<file path="config.mk">
export PLATFORM = sky130hd
export DESIGN_NAME = wishbone_arbiter
export DESIGN_NICKNAME = d
export VERILOG_FILES = /design/src/rtl/wishbone_arbiter_pkg.sv /design/src/rtl/wishbone_rr_select.sv /design/src/rtl/wishbone_arbiter.sv
export SDC_FILE = /design/constraint.sdc
export NUM_CORES = 1
export LEC_CHECK = 0
export ABC_AREA = 1
export BUFFER_PORTS_ARGS = -buffer_cell sky130_fd_sc_hd__buf_4
export CORE_AREA = 2 2 123 125
export DETAILED_ROUTE_END_ITERATION = 6
export DIE_AREA = 0 0 125 127
export GPL_ROUTABILITY_DRIVEN = 0
export RECOVER_POWER = 100
export SLEW_MARGIN = 10
export SYNTH_ARGS = -nofsm -noshare
export SYNTH_HDL_FRONTEND = slang
export SYNTH_SLANG_ARGS = --single-unit
</file>
<file path="constraint.sdc">
create_clock -name clk -period 1.6 [get_ports clk]
set_clock_uncertainty 0.15 [all_clocks]
set_input_delay 0.08 -clock clk [delete_from_list [all_inputs] [get_ports clk]]
set_output_delay 0.08 -clock clk [all_outputs]
set_load 0.01 [all_outputs]
</file>
<file path="src/rtl/wishbone_arbiter_pkg.sv">
// Shared types and helpers for the Wishbone round-robin arbiter.
//   arb_state_e : arbiter FSM states
//   rr_next     : wrapping increment of a master index
package wishbone_arbiter_pkg;

    typedef enum logic [1:0] {
        IDLE  = 2'd0,
        BUSY  = 2'd1,
        ABORT = 2'd2
    } arb_state_e;

    // Next index after idx in a ring of n entries.
    function automatic int unsigned rr_next(input int unsigned idx, input int unsigned n);
        return (idx + 1 >= n) ? 0 : idx + 1;
    endfunction

endpackage

</file>
<file path="src/rtl/wishbone_rr_select.sv">
// Combinational round-robin picker.
//   req    : one request bit per master
//   start  : index with highest priority this cycle; priority falls off
//            in increasing index order, wrapping
//   winner : first requesting index at or after start
//   valid  : any request present
module wishbone_rr_select #(
    parameter  int p_num_masters = 2,
    localparam int c_idx_nbits   = $clog2(p_num_masters)
) (
    input  logic [p_num_masters-1:0] req,
    input  logic [c_idx_nbits-1:0]   start,
    output logic [c_idx_nbits-1:0]   winner,
    output logic                     valid
);

    int unsigned              idx;
    logic [c_idx_nbits-1:0]   idx_w;

    // Walk the ring from the far end back to start so the lowest offset
    // from start is written last and therefore wins.
    always_comb begin
        winner = '0;
        valid  = 1'b0;
        idx    = 0;
        idx_w  = '0;
        for (int k = p_num_masters - 1; k >= 0; k--) begin
            idx   = (32'(start) + 32'(k)) % 32'(p_num_masters);
            idx_w = c_idx_nbits'(idx);
            if (req[idx_w]) begin
                winner = idx_w;
                valid  = 1'b1;
            end
        end
    end

endmodule

</file>
<file path="src/rtl/wishbone_arbiter.sv">
// Round-robin arbiter sharing one Wishbone slave port between masters.
// An owner keeps the bus for its whole cyc; on release the next requester
// takes over the following cycle. A watchdog aborts a beat the slave never
// acks and returns a one-cycle error to the owner.
//   clk, reset           : clock, asynchronous active-low reset
//   m_*_i / m_*_o        : per-master Wishbone ports (packed per master)
//   wbs_*_o / wbs_*_i    : shared slave port
//   grant_o              : index of current owner
//   busy_o               : high while a master owns the bus (BUSY or ABORT)
module wishbone_arbiter
    import wishbone_arbiter_pkg::*;
#(
    parameter  int p_num_masters    = 2,
    parameter  int p_timeout_cycles = 255,
    localparam int c_idx_nbits      = $clog2(p_num_masters)
) (
    input  logic                                clk,
    input  logic                                reset,
    input  logic [p_num_masters-1:0]            m_cyc_i,
    input  logic [p_num_masters-1:0]            m_stb_i,
    input  logic [p_num_masters-1:0]            m_we_i,
    input  logic [p_num_masters-1:0][3:0]       m_sel_i,
    input  logic [p_num_masters-1:0][31:0]      m_adr_i,
    input  logic [p_num_masters-1:0][31:0]      m_dat_i,
    output logic [p_num_masters-1:0]            m_ack_o,
    output logic [p_num_masters-1:0]            m_err_o,
    output logic [p_num_masters-1:0][31:0]      m_dat_o,
    output logic                                wbs_cyc_o,
    output logic                                wbs_stb_o,
    output logic                                wbs_we_o,
    output logic [3:0]                          wbs_sel_o,
    output logic [31:0]                         wbs_adr_o,
    output logic [31:0]                         wbs_dat_o,
    input  logic                                wbs_ack_i,
    input  logic [31:0]                         wbs_dat_i,
    output logic [c_idx_nbits-1:0]              grant_o,
    output logic                                busy_o
);

    localparam int c_wd_nbits = $clog2(p_timeout_cycles + 1);

    arb_state_e               state, state_nxt;
    logic [c_idx_nbits-1:0]   grant, grant_nxt;
    logic [c_idx_nbits-1:0]   last_grant, last_grant_nxt;
    logic [c_wd_nbits-1:0]    wd_cnt, wd_cnt_nxt;

    logic [c_idx_nbits-1:0]   rr_base;
    logic [c_idx_nbits-1:0]   rr_start;
    logic [c_idx_nbits-1:0]   pick_idx;
    logic                     pick_vld;
    logic                     own_cyc;
    logic                     own_stb;
    logic                     timeout;

    assign own_cyc = m_cyc_i[grant];
    assign own_stb = m_stb_i[grant];

    // From IDLE search after the previous owner; on release search after
    // the current owner, whose cyc is already low so it cannot win.
    assign rr_base  = (state == IDLE) ? last_grant : grant;
    assign rr_start = c_idx_nbits'(rr_next(32'(rr_base), p_num_masters));

    wishbone_rr_select #(
        .p_num_masters (p_num_masters)
    ) u_rr_select (
        .req    (m_cyc_i),
        .start  (rr_start),
        .winner (pick_idx),
        .valid  (pick_vld)
    );

    // Qualified on !ack so err and ack can never coincide.
    assign timeout = (state == BUSY) && own_cyc && own_stb && !wbs_ack_i &&
                     (wd_cnt == c_wd_nbits'(p_timeout_cycles));

    always_ff @(posedge clk or negedge reset) begin
        if (!reset) begin
            state      <= IDLE;
            grant      <= '0;
            last_grant <= c_idx_nbits'(p_num_masters - 1);
            wd_cnt     <= '0;
        end else begin
            state      <= state_nxt;
            grant      <= grant_nxt;
            last_grant <= last_grant_nxt;
            wd_cnt     <= wd_cnt_nxt;
        end
    end

    always_comb begin
        state_nxt      = state;
        grant_nxt      = grant;
        last_grant_nxt = last_grant;
        wd_cnt_nxt     = '0;
        case (state)
            IDLE: begin
                if (pick_vld) begin
                    grant_nxt = pick_idx;
                    state_nxt = BUSY;
                end
            end
            BUSY, ABORT: begin
                if (!own_cyc) begin
                    // Release, with direct handoff if anyone else is waiting.
                    last_grant_nxt = grant;
                    if (pick_vld) begin
                        grant_nxt = pick_idx;
                        state_nxt = BUSY;
                    end else begin
                        state_nxt = IDLE;
                    end
                end else if (state == BUSY) begin
                    if (timeout) begin
                        state_nxt = ABORT;
                    end else if (own_stb && !wbs_ack_i) begin
                        wd_cnt_nxt = wd_cnt + c_wd_nbits'(1);
                    end
                end
            end
            default: state_nxt = IDLE;
        endcase
    end

    // Slave side: only the owner in BUSY reaches the bridge.
    always_comb begin
        wbs_cyc_o = 1'b0;
        wbs_stb_o = 1'b0;
        wbs_we_o  = 1'b0;
        wbs_sel_o = '0;
        wbs_adr_o = '0;
        wbs_dat_o = '0;
        if (state == BUSY) begin
            wbs_cyc_o = own_cyc;
            wbs_stb_o = own_stb;
            wbs_we_o  = m_we_i[grant];
            wbs_sel_o = m_sel_i[grant];
            wbs_adr_o = m_adr_i[grant];
            wbs_dat_o = m_dat_i[grant];
        end
    end

    // Master side: non-owners see all zeros.
    for (genvar i = 0; i < p_num_masters; i++) begin : g_port
        logic own;
        assign own        = (state == BUSY) && (grant == c_idx_nbits'(i));
        assign m_ack_o[i] = own & wbs_ack_i & m_stb_i[i];
        assign m_err_o[i] = own & timeout;
        assign m_dat_o[i] = own ? wbs_dat_i : 32'h0;
    end

    assign grant_o = grant;
    assign busy_o  = (state != IDLE);

endmodule

</file>
# --- Word-level counts from Yosys, hierarchy flattened ---
# Index checks and enable logic that the tools add are counted.
totals:
  reg_bits: 12
  latch_bits: 0
  mem_bits_rw: 0
  mem_bits_ro: 0
  inputBits: 177
  output_inout_bits: 141
  elab_cells: 85
  memories: 0
op_classes:
  addsub: 3
  multipliers: 0
  div: 0
  n_lt_le_gt_ge: 4
  n_eq_ne: 7
  n_shift: 0
  n_mux: 44
  n_bitwise: 8
  reduce_logical: 15
op_table:
  columns: ["operator", "count"]
  rows:
  - ["$mux W32", 8]
  - ["$mux W8", 5]
  - ["$mux W1", 22]
  - ["$mux W4", 3]
  - ["$add A8 B1 Y8 const B", 1]
  - ["$eq A8 B8 Y1 const B", 1]
  - ["$mux W2", 4]
  - ["$logic_and A1 B1 Y1", 7]
  - ["$and A1 B1 Y1", 6]
  - ["$lt A1 B2 Y1 const B", 3]
  - ["$ne A3 B3 Y1 const B", 2]
  - ["$ne A2 B2 Y1 const B", 2]
  - ["$pmux W2 S2", 1]
  - ["$reduce_and A2 Y1", 2]
  - ["$reduce_bool A2 Y1", 2]
  - ["$reduce_and A3 Y1", 1]
  - ["$add A1 B1 Y2 const B", 1]
  - ["$eq A2 B1 Y1 const B", 1]
  - ["$eq A2 B2 Y1 const B", 1]
  - ["$ge A2 B2 Y1 const B", 1]
  - ["$logic_not A2 Y1", 1]
  - ["$not A1 Y1", 2]
  - ["$pmux W1 S2", 1]
  - ["$reduce_or A2 Y1", 1]
  - ["2 further kinds", 2]

# --- Depth between registers and ports, before layout ---
# Gate-level depths: netlist of run 1.
logic_depth:
  depth_word: 13
  ltp_mapped: 9
  mapped_depth_nobuf: 9

# --- Cells and area by module ---
# A second synthesis of run 1 with hierarchy kept.
unflattened:
  hier_cells: 427
  area_unflattened_um2: 2119.5
modules_own_cells:
  columns: ["module", "instances", "cells_each", "area_per_inst_um2", "seq_area_each_um2"]
  rows:
  - ["wishbone_arbiter", 1, 423, 2100.8, 301.5]
  - ["wishbone_rr_select", 1, 4, 18.8, 0.0]

# --- Least setup slack after synthesis of run 1 ---
# Ideal clock, no wire load.
synth_path:
  kind: "reg-to-output"
  from: "register grant, in the netlist grant_o"
  to: "output wbs_adr_o[0]"
  t_arrival_ns: 1.225
  required_time_ns: 1.370
  slack_ns: 0.145
  path_stages_with_launch: 6
  n_path_buf: 2
  cell_sequence: "dfrtp_1 -> inv_2 -> buf_4 -> clkbuf_1 -> nand2_1 -> a21oi_1"
synth_via:
  elab_chain_cells: 3
synth_lines:
  columns: ["item", "line", "text"]
  rows:
  - ["start: declaration", "wishbone_arbiter.sv:43", "logic [c_idx_nbits-1:0] grant, grant_nxt;"]
  - ["start signal: assignment", "wishbone_arbiter.sv:84", "grant <= grant_nxt;"]
  - ["$mux W32 (implied by the code) (2 in a row)", "wishbone_arbiter.sv:137", "wbs_adr_o = m_adr_i[grant];"]
  - ["$mux W32", "wishbone_arbiter.sv:132", "if (state == BUSY) begin"]
  - ["end: declaration", "wishbone_arbiter.sv:32", "output logic [31:0] wbs_adr_o,"]
# No other way between the ends. The select of a mux whose other input is x is not followed.

# --- Worst setup path in the final report of run 1 ---
layout_path:
  from: "register grant, in the netlist grant_o"
  to: "output wbs_dat_o[25]"
layout_via:
  elab_chain_cells: 3
layout_lines:
  columns: ["item", "line", "text"]
  rows:
  - ["$mux W32 (implied by the code) (2 in a row)", "wishbone_arbiter.sv:138", "wbs_dat_o = m_dat_i[grant];"]
  - ["$mux W32", "wishbone_arbiter.sv:132", null]
  - ["end: declaration", "wishbone_arbiter.sv:33", "output logic [31:0] wbs_dat_o,"]
# No other way between the ends. The select of a mux whose other input is x is not followed.

==> results by group, run 1 <==
Drt
  – Vias: 3954
  – DRT Pass-1 Iters: 4
  – First DRT Iteration DRCs: around 150
  – Drc violations: 0
  – Post-Route WL: about 14000 µm
  – Wire per inst: 14.4 µm
  – Final ANT Viol Nets: 0
  – Vias per std cell: 4.16

Pwr
  – Static leakage: between 3 and 4 nW
  – Power per cell area: 1470 nW/µm²
  – Max IR drop VDD: 0.699 mV

Logic synthesis
  – Post-Syn Area: 2120 µm²
  – Top post-synthesis cells by area: nand2_1, a21oi_1, nor2_1, dfrtp_1, inv_1
  – Syn_area_per_cell: 4.85 µm²
  – Sequential share of the synthesized area: between 10% and 20%
  – Syn. warnings: 0
  – Count of cell types in the netlist: 23
  – Gate Count Post-Synth: between 400 and 500
  – Yosys top cell by area: nand2_1
  – Synth Register Bits: 12
  – Top cell type's share of synthesized area: 29.3%
  – Post-synthesis net count: between 600 and 700

Global routing
  – Global route overflow: 0
  – GRT Util Overall: between 10% and 20%
  – Initial antenna violation count: 0
  – First-pass GRT wire length: 19300 µm
  – Vias in the first global route: 3702
  – Largest net degree at the start of global routing: 35

Clock tree
  – CTS tree: yes
  – Htree depth: 1
  – Clock Sinks: 12
  – Clock slew at reported path FFs: 0.04 ns
  – Root Buffer: clkbuf_16
  – Clock Latency Late Sink: about 0.24 ns
  – Longest Clk Path Bufs: 2
  – CTS Buf Count: 3

Die
  – Initial Util: 14.7%
  – Die width: 125 µm
  – Vert. Die Dim: about 130 µm
  – Area of the core: 14400 µm²
  – Die area: 15900 µm²
  – I/O pins: between 300 and 400
  – # rows: 44

Finish
  – Layout cells sized above 1: 57.6%
  – Layout area overhead: 159%
  – N_diodes: 0
  – Final nets: 948
  – Non-Filler Instances: 950
  – Final instance area: 5510 µm²

Timing
  – Fin crit share: 106%
  – Final WS setup: -0.100 ns
  – Setup-failing EPs final: approximately 110
  – Worst slew pin tran: 0.676 ns
  – Slew Limit Fails: 0
  – Max Freq: just under 0.6 GHz
  – Period minus WS final: between 1.5 and 2 ns
  – RSZ-0062 raised after global routing: true
  – Hold Vio Cnt, Final: 0
  – Relative slew slack: a little over half

Setup path
  – CP Launch Type: register
  – Slowest CP cell: dfrtp_2
  – Kind of critical path: reg -> out
  – CP Capture Type: output pin
  – Critical Path AT: 1.47 ns
  – Critical Path Fanout Max: 15
  – Required time of the critical path: about 1.4 ns
  – Cell breakdown of the critical path: buf_12, buf_12, buf_16, nand2_1, a21oi_1, buf_4
  – CP most frequent cell: buf_12
  – Family with the most delay on the worst path: buffers and inverters
  – Largest stage delay, worst path: 0.42 ns
  – Buf+Inv Stages, Crit Path: 4

Place
  – Placed inst area: between 4000 and 5000 µm²
  – IO Port Bufs: roughly 320
  – Inst Count DP: around 930
  – HPWL after detailed placement: about 9600 µm

Run status
  – Status: finished, violations left
  – Failing checks: setup timing

Hold path
  – Hold crit path type: in -> reg

Job
  – Max-cap viol count: 0
==> final timing paths <==
kind	start	to	slack, ns	depth (start not counted)
setup / recovery	grant_o	wbs_dat_o[25]	-0.10	6
hold / removal	m_cyc_i[1]	grant_o	0.02	3
setup reg to reg	state[1]	grant_o	-0.01	7
hold reg to reg	last_grant	last_grant	0.35	2
max in group asynchronous	reset	grant_o	0.58	2
min in group asynchronous	reset	wd_cnt[6]	0.24	2
==> registers in the layout, summed over array words and instances (netlist names) <==
register and cells:
wd_cnt 8, state 2, last_grant 1, grant_o 1
==> Yosys cell counts <==
cell,instances
inv_1,47
xnor2_1,2
dfstp_2,1
inv_2,2
dfrtp_1,11
a21boi_1,1
nor2_1,79
ha_1,4
nand3_2,1
nand2_2,2
o21ai_0,6
a21oi_1,71
nor3_1,2
clkbuf_1,13
nor2_2,1
xor2_1,2
nor2_4,1
nor3b_2,1
buf_2,15
nand3_1,8
o211ai_1,1
buf_4,1
nand2_1,166
==> cell usage in the layout, fill, tap and decap left out, types with 8 or more instances in the layout <==
cell type and n:
nand2_2 24, nand2_1 143, a21oi_2 33, buf_6 10
nand3_1 8, nor2_2 15, nor2_1 64, buf_12 8
buf_4 325, a21oi_1 35, dfrtp_1 10, inv_1 46
==> metal layers <==
layer | vias to the layer above | share of wire (%) | global-route usage [%]
li1 | 1994 | - | -
met1 | 1756 | 41 | 18.2
met2 | 196 | 51 | 27.5
met3 | 8 | 6.6 | 2.22
met4 | 0 | 0.96 | 2.81
met5 | - | 0 | 0
==> cells by family after synthesis <==
| family | Yosys count | synth area share (%) |
|---|---|---|
| buf+inv | 78 | 14.8 |
| compound gates | 79 | 18.8 |
| flops | 12 | 14.2 |
| fa+ha+maj | 4 | 2.36 |
| xor+xnor | 4 | 1.65 |
| simple gates | 261 | 48.1 |
==> tightest hold or removal path: cells and delay by family <==
family / cells / cell delay, ns
AOI/OAI and AO/OA: 2 / 0.16
buffers and inverters: 1 / 0.12
==> area by class of cell <==
cell class | count | area (µm²)
Tap cell | 184 | 230
Clock buffer | 4 | 88.8
Sequential cell | 12 | 303
Inverter | 49 | 194
Multi-Input combinational cell | 348 | 1790
Fill cell | 1559 | 8910
Timing Repair Buffer | 353 | 2900
==> metrics by stage <==
step	setup slack, ns	hold WS, ns	total power, mW	TNS [ns]	util [%]
after floorplan	0.145	-0.366	3.09	0	-
after global placement	-0.0624	-0.222	6.17	-0.0979	33.3
after detailed placement	-0.0597	-0.220	6.15	-0.111	33.3
after CTS	-0.122	0.0124	7.62	-6.52	36.6
after global routing	-0.200	0.0780	8.71	-13.11	38.2
final	-0.100	0.0240	8.11	-3.68	38.2
==> report_power, final <==
part | internal [mW] | leakage, nW | switching (mW) | total, mW
Combinational | 3.44 | 2.81 | 3.75 | 7.19
Sequential | 0.352 | 0.159 | 0.0488 | 0.401
Clock | 0.378 | 0.0442 | 0.137 | 0.515
==> timing repair <==
action                                  CTS  global route
buffers inserted                          7             5
cloned                                    4             4
endpoints found under the hold margin    13             0
endpoints found under the setup margin  139           150
hold buffers                              2             0
gates resized for setup                  46            58
pin swaps                                 1             6
(Power assumes the default switching activity.)
==> run 2: changes to the inputs <==
--- a/config.mk
+++ b/config.mk
@@ -11,6 +11,7 @@
 export DETAILED_ROUTE_END_ITERATION = 6
 export DIE_AREA = 0 0 125 127
 export GPL_ROUTABILITY_DRIVEN = 0
+export GPL_TIMING_DRIVEN = 0
 export RECOVER_POWER = 100
 export SLEW_MARGIN = 10
 export SYNTH_ARGS = -nofsm -noshare
==> run 2 against run 1 <==
Effect of this change: the run ends with hold timing, setup timing left; sequential cell count unchanged; core utilization increased by 1.3 points; register-to-register slack about the same; design area increased by 3.4%; first-iteration DRC count decreased by 21%; critical path depth unchanged; sequential share of layout area decreased by 0.18 points; non-clock buffer count increased by 15; clock-buffer cell count unchanged; final cell count increased by 1.6%; wire length about the same; fmax decreased by 0.51%; critical path type unchanged; largest power group unchanged.
==> results by group, run 2 (synthesized netlist as in run 1, its figures left out) <==
Run status
  – Status: finished, violations left (unchanged)
  – Failing checks: hold timing, setup timing (was setup timing)

Timing
  – Setup-failing EPs final: 138 (was 105)
  – Slew Limit Fails: 0 (unchanged)
  – Relative slew slack: 57.9% (was 54.9%)
  – Worst slew pin tran: 0.631 ns (was 0.676 ns)
  – Period minus WS final: 1.71 ns (was 1.70 ns)
  – Fin crit share: 107% (was 106%)
  – Hold slack final: -0.0120 ns (was 0.0240 ns)
  – RSZ-0062 raised after global routing: true (unchanged)
  – Hold Vio Cnt, Final: 1 (was 0)
  – Final WS setup: -0.109 ns (was -0.100 ns)
  – Max Freq: 0.585 GHz (was 0.588 GHz)

Drt
  – Post-Route WL: 13700 µm (about the same)
  – Vias: 3987 (was 3954)
  – Drc violations: 0 (unchanged)
  – DRT Pass-1 Iters: 4 (unchanged)
  – Wire per inst: 14.2 µm (was 14.4 µm)
  – Vias per std cell: 4.13 (was 4.16)
  – First DRT Iteration DRCs: 115 (was 146)
  – Final ANT Viol Nets: 0 (unchanged)

Die
  – Initial Util: 14.7% (unchanged)
  – Area of the core: 14400 µm² (unchanged)
  – I/O pins: 318 (unchanged)
  – Vert. Die Dim: 127 µm (unchanged)
  – # rows: 44 (unchanged)
  – Die width: 125 µm (unchanged)
  – Die area: 15900 µm² (unchanged)

Global routing
  – First-pass GRT wire length: 20000 µm (was 19300 µm)
  – Vias in the first global route: 3816 (was 3702)
  – Global route overflow: 0 (unchanged)
  – GRT Util Overall: 15.2% (was 14.8%)
  – Largest net degree at the start of global routing: 13 (was 35)
  – Initial antenna violation count: 0 (unchanged)

Finish
  – Multi-input combinational cell area: 1820 µm² (was 1790 µm²)
  – Non-Filler Instances: 965 (was 950)
  – Layout area overhead: 168% (was 159%)
  – Max FFs per register: 8 (unchanged)
  – Top reg by flops: wd_cnt (unchanged)
  – Final nets: 963 (was 948)
  – Final instance area: 5700 µm² (was 5510 µm²)
  – Most frequent cells in the layout: buf_4, nand2_1, nor2_1 (unchanged)
  – Largest registers: wd_cnt (8), state (2) (unchanged)
  – Final Core Density: 39.5% (was 38.2%)
  – Fill count: 1541 (was 1559)
  – N_diodes: 0 (unchanged)
  – Sequential cell area: 303 µm² (unchanged)
  – Most common cell after layout, fill and taps aside: buf_4 (unchanged)
  – Layout cells sized above 1: 58.3% (was 57.6%)

Setup path
  – CP Capture Type: output pin (unchanged)
  – Kind of critical path: reg -> out (unchanged)
  – Critical Path AT: 1.48 ns (was 1.47 ns)
  – Critical Path Fanout Max: 10 (was 15)
  – Required time of the critical path: 1.37 ns (about the same)
  – CP Launch Type: register (unchanged)

Clock tree
  – Htree depth: 1 (unchanged)
  – Longest Clk Path Bufs: 2 (unchanged)
  – CTS tree: yes (unchanged)
  – Clock Sinks: 12 (unchanged)
  – Root Buffer: clkbuf_16 (unchanged)
  – CTS Buf Count: 3 (unchanged)
  – Clock Latency Late Sink: 0.24 ns (about the same)
  – Clock slew at reported path FFs: 0.04 ns (about the same)

Place
  – Placed inst area: 4730 µm² (was 4810 µm²)
  – IO Port Bufs: 317 (unchanged)
  – Inst Count DP: 939 (was 927)
  – HPWL after detailed placement: 10600 µm (was 9580 µm)

Pwr
  – Static leakage: 3.10 nW (was 3.01 nW)
  – Power per cell area: 1480 nW/µm² (was 1470 nW/µm²)
  – Max IR drop VDD: 0.677 mV (was 0.699 mV)

Hold path
  – Hold crit path type: in -> reg (unchanged)

Job
  – Max-cap viol count: 0 (unchanged)
run 2: cell count changes in the layout (fill, tap and decap cells not counted), sizes merged:
cell	previous run	this run
clkbuf	9	20
bufbuf	1	0
clkinvlp	0	1
buf	345	350
inv	48	47
run 2: stage by stage:
step                      hold WS (ns)  total power, mW  TNS (ns)  setup WS, ns
after floorplan                 -0.366             3.09         0         0.145
after global placement          -0.225             6.03    -24.58        -0.481
after detailed placement        -0.224             6.02    -23.10        -0.466
after CTS                       0.0130             8.20     -9.28        -0.113
after global routing            0.0494             9.07    -18.31        -0.194
final                          -0.0120             8.44     -7.33        -0.109
run 2: critical path: stages, from the launching register on:
cell	delay, ns
dfrtp_1	0.38
inv_2	0.08
ha_4	0.22
inv_8	0.09
clkbuf_8	0.18
a21oi_1	0.14
buf_4	0.14
run 2: cell type report:
| cell class | instances | area share, % |
|---|---|---|
| multi-input cells | 348 | 32.0 |
| repair buffers | 339 | 46.2 |
| well taps | 184 | 4.04 |
| clock buffers | 4 | 1.56 |
| flip-flops and latches | 12 | 5.31 |
| inverters | 49 | 3.51 |
| plain buffers | 29 | 7.42 |
run 2: power breakdown:
group | internal, mW | switching, mW
combinational | 3.71 | 3.82
clock | 0.378 | 0.138
sequential | 0.352 | 0.0481
total | 4.44 | 4.00
run 2: what timing repair did:
| action | CTS | global route |
|---|---|---|
| cloned | 7 | 1 |
| gates resized for setup | 146 | 36 |
| hold buffers | 2 | 0 |
| endpoints found under the setup margin | 146 | 147 |
| setup buffers | 9 | 4 |
| pin swaps | 7 | 6 |
| hold endpoints to repair | 13 | 0 |
run 2: path summary, 6_finish.rpt:
check,end,cells past startpoint,start,slack [ns]
worst max register to register,wd_cnt[6],6,state[1],-0.01
min in group asynchronous,wd_cnt[3],2,reset,0.22
worst max-delay path,wbs_adr_o[20],6,state[1],-0.11
worst min register to register,last_grant,2,last_grant,0.35
worst min-delay path,grant_o,3,m_cyc_i[1],-0.01
max in group asynchronous,grant_o,2,reset,0.64
run 2: metal layers:
layer | vias up | global-route usage, % | wire, µm
met3 | 5 | 2.35 | 992
met4 | 0 | 1.57 | 55
met5 | - | 0 | 0
met2 | 187 | 28.8 | 7140
li1 | 2028 | - | -
met1 | 1767 | 18.9 | 5520
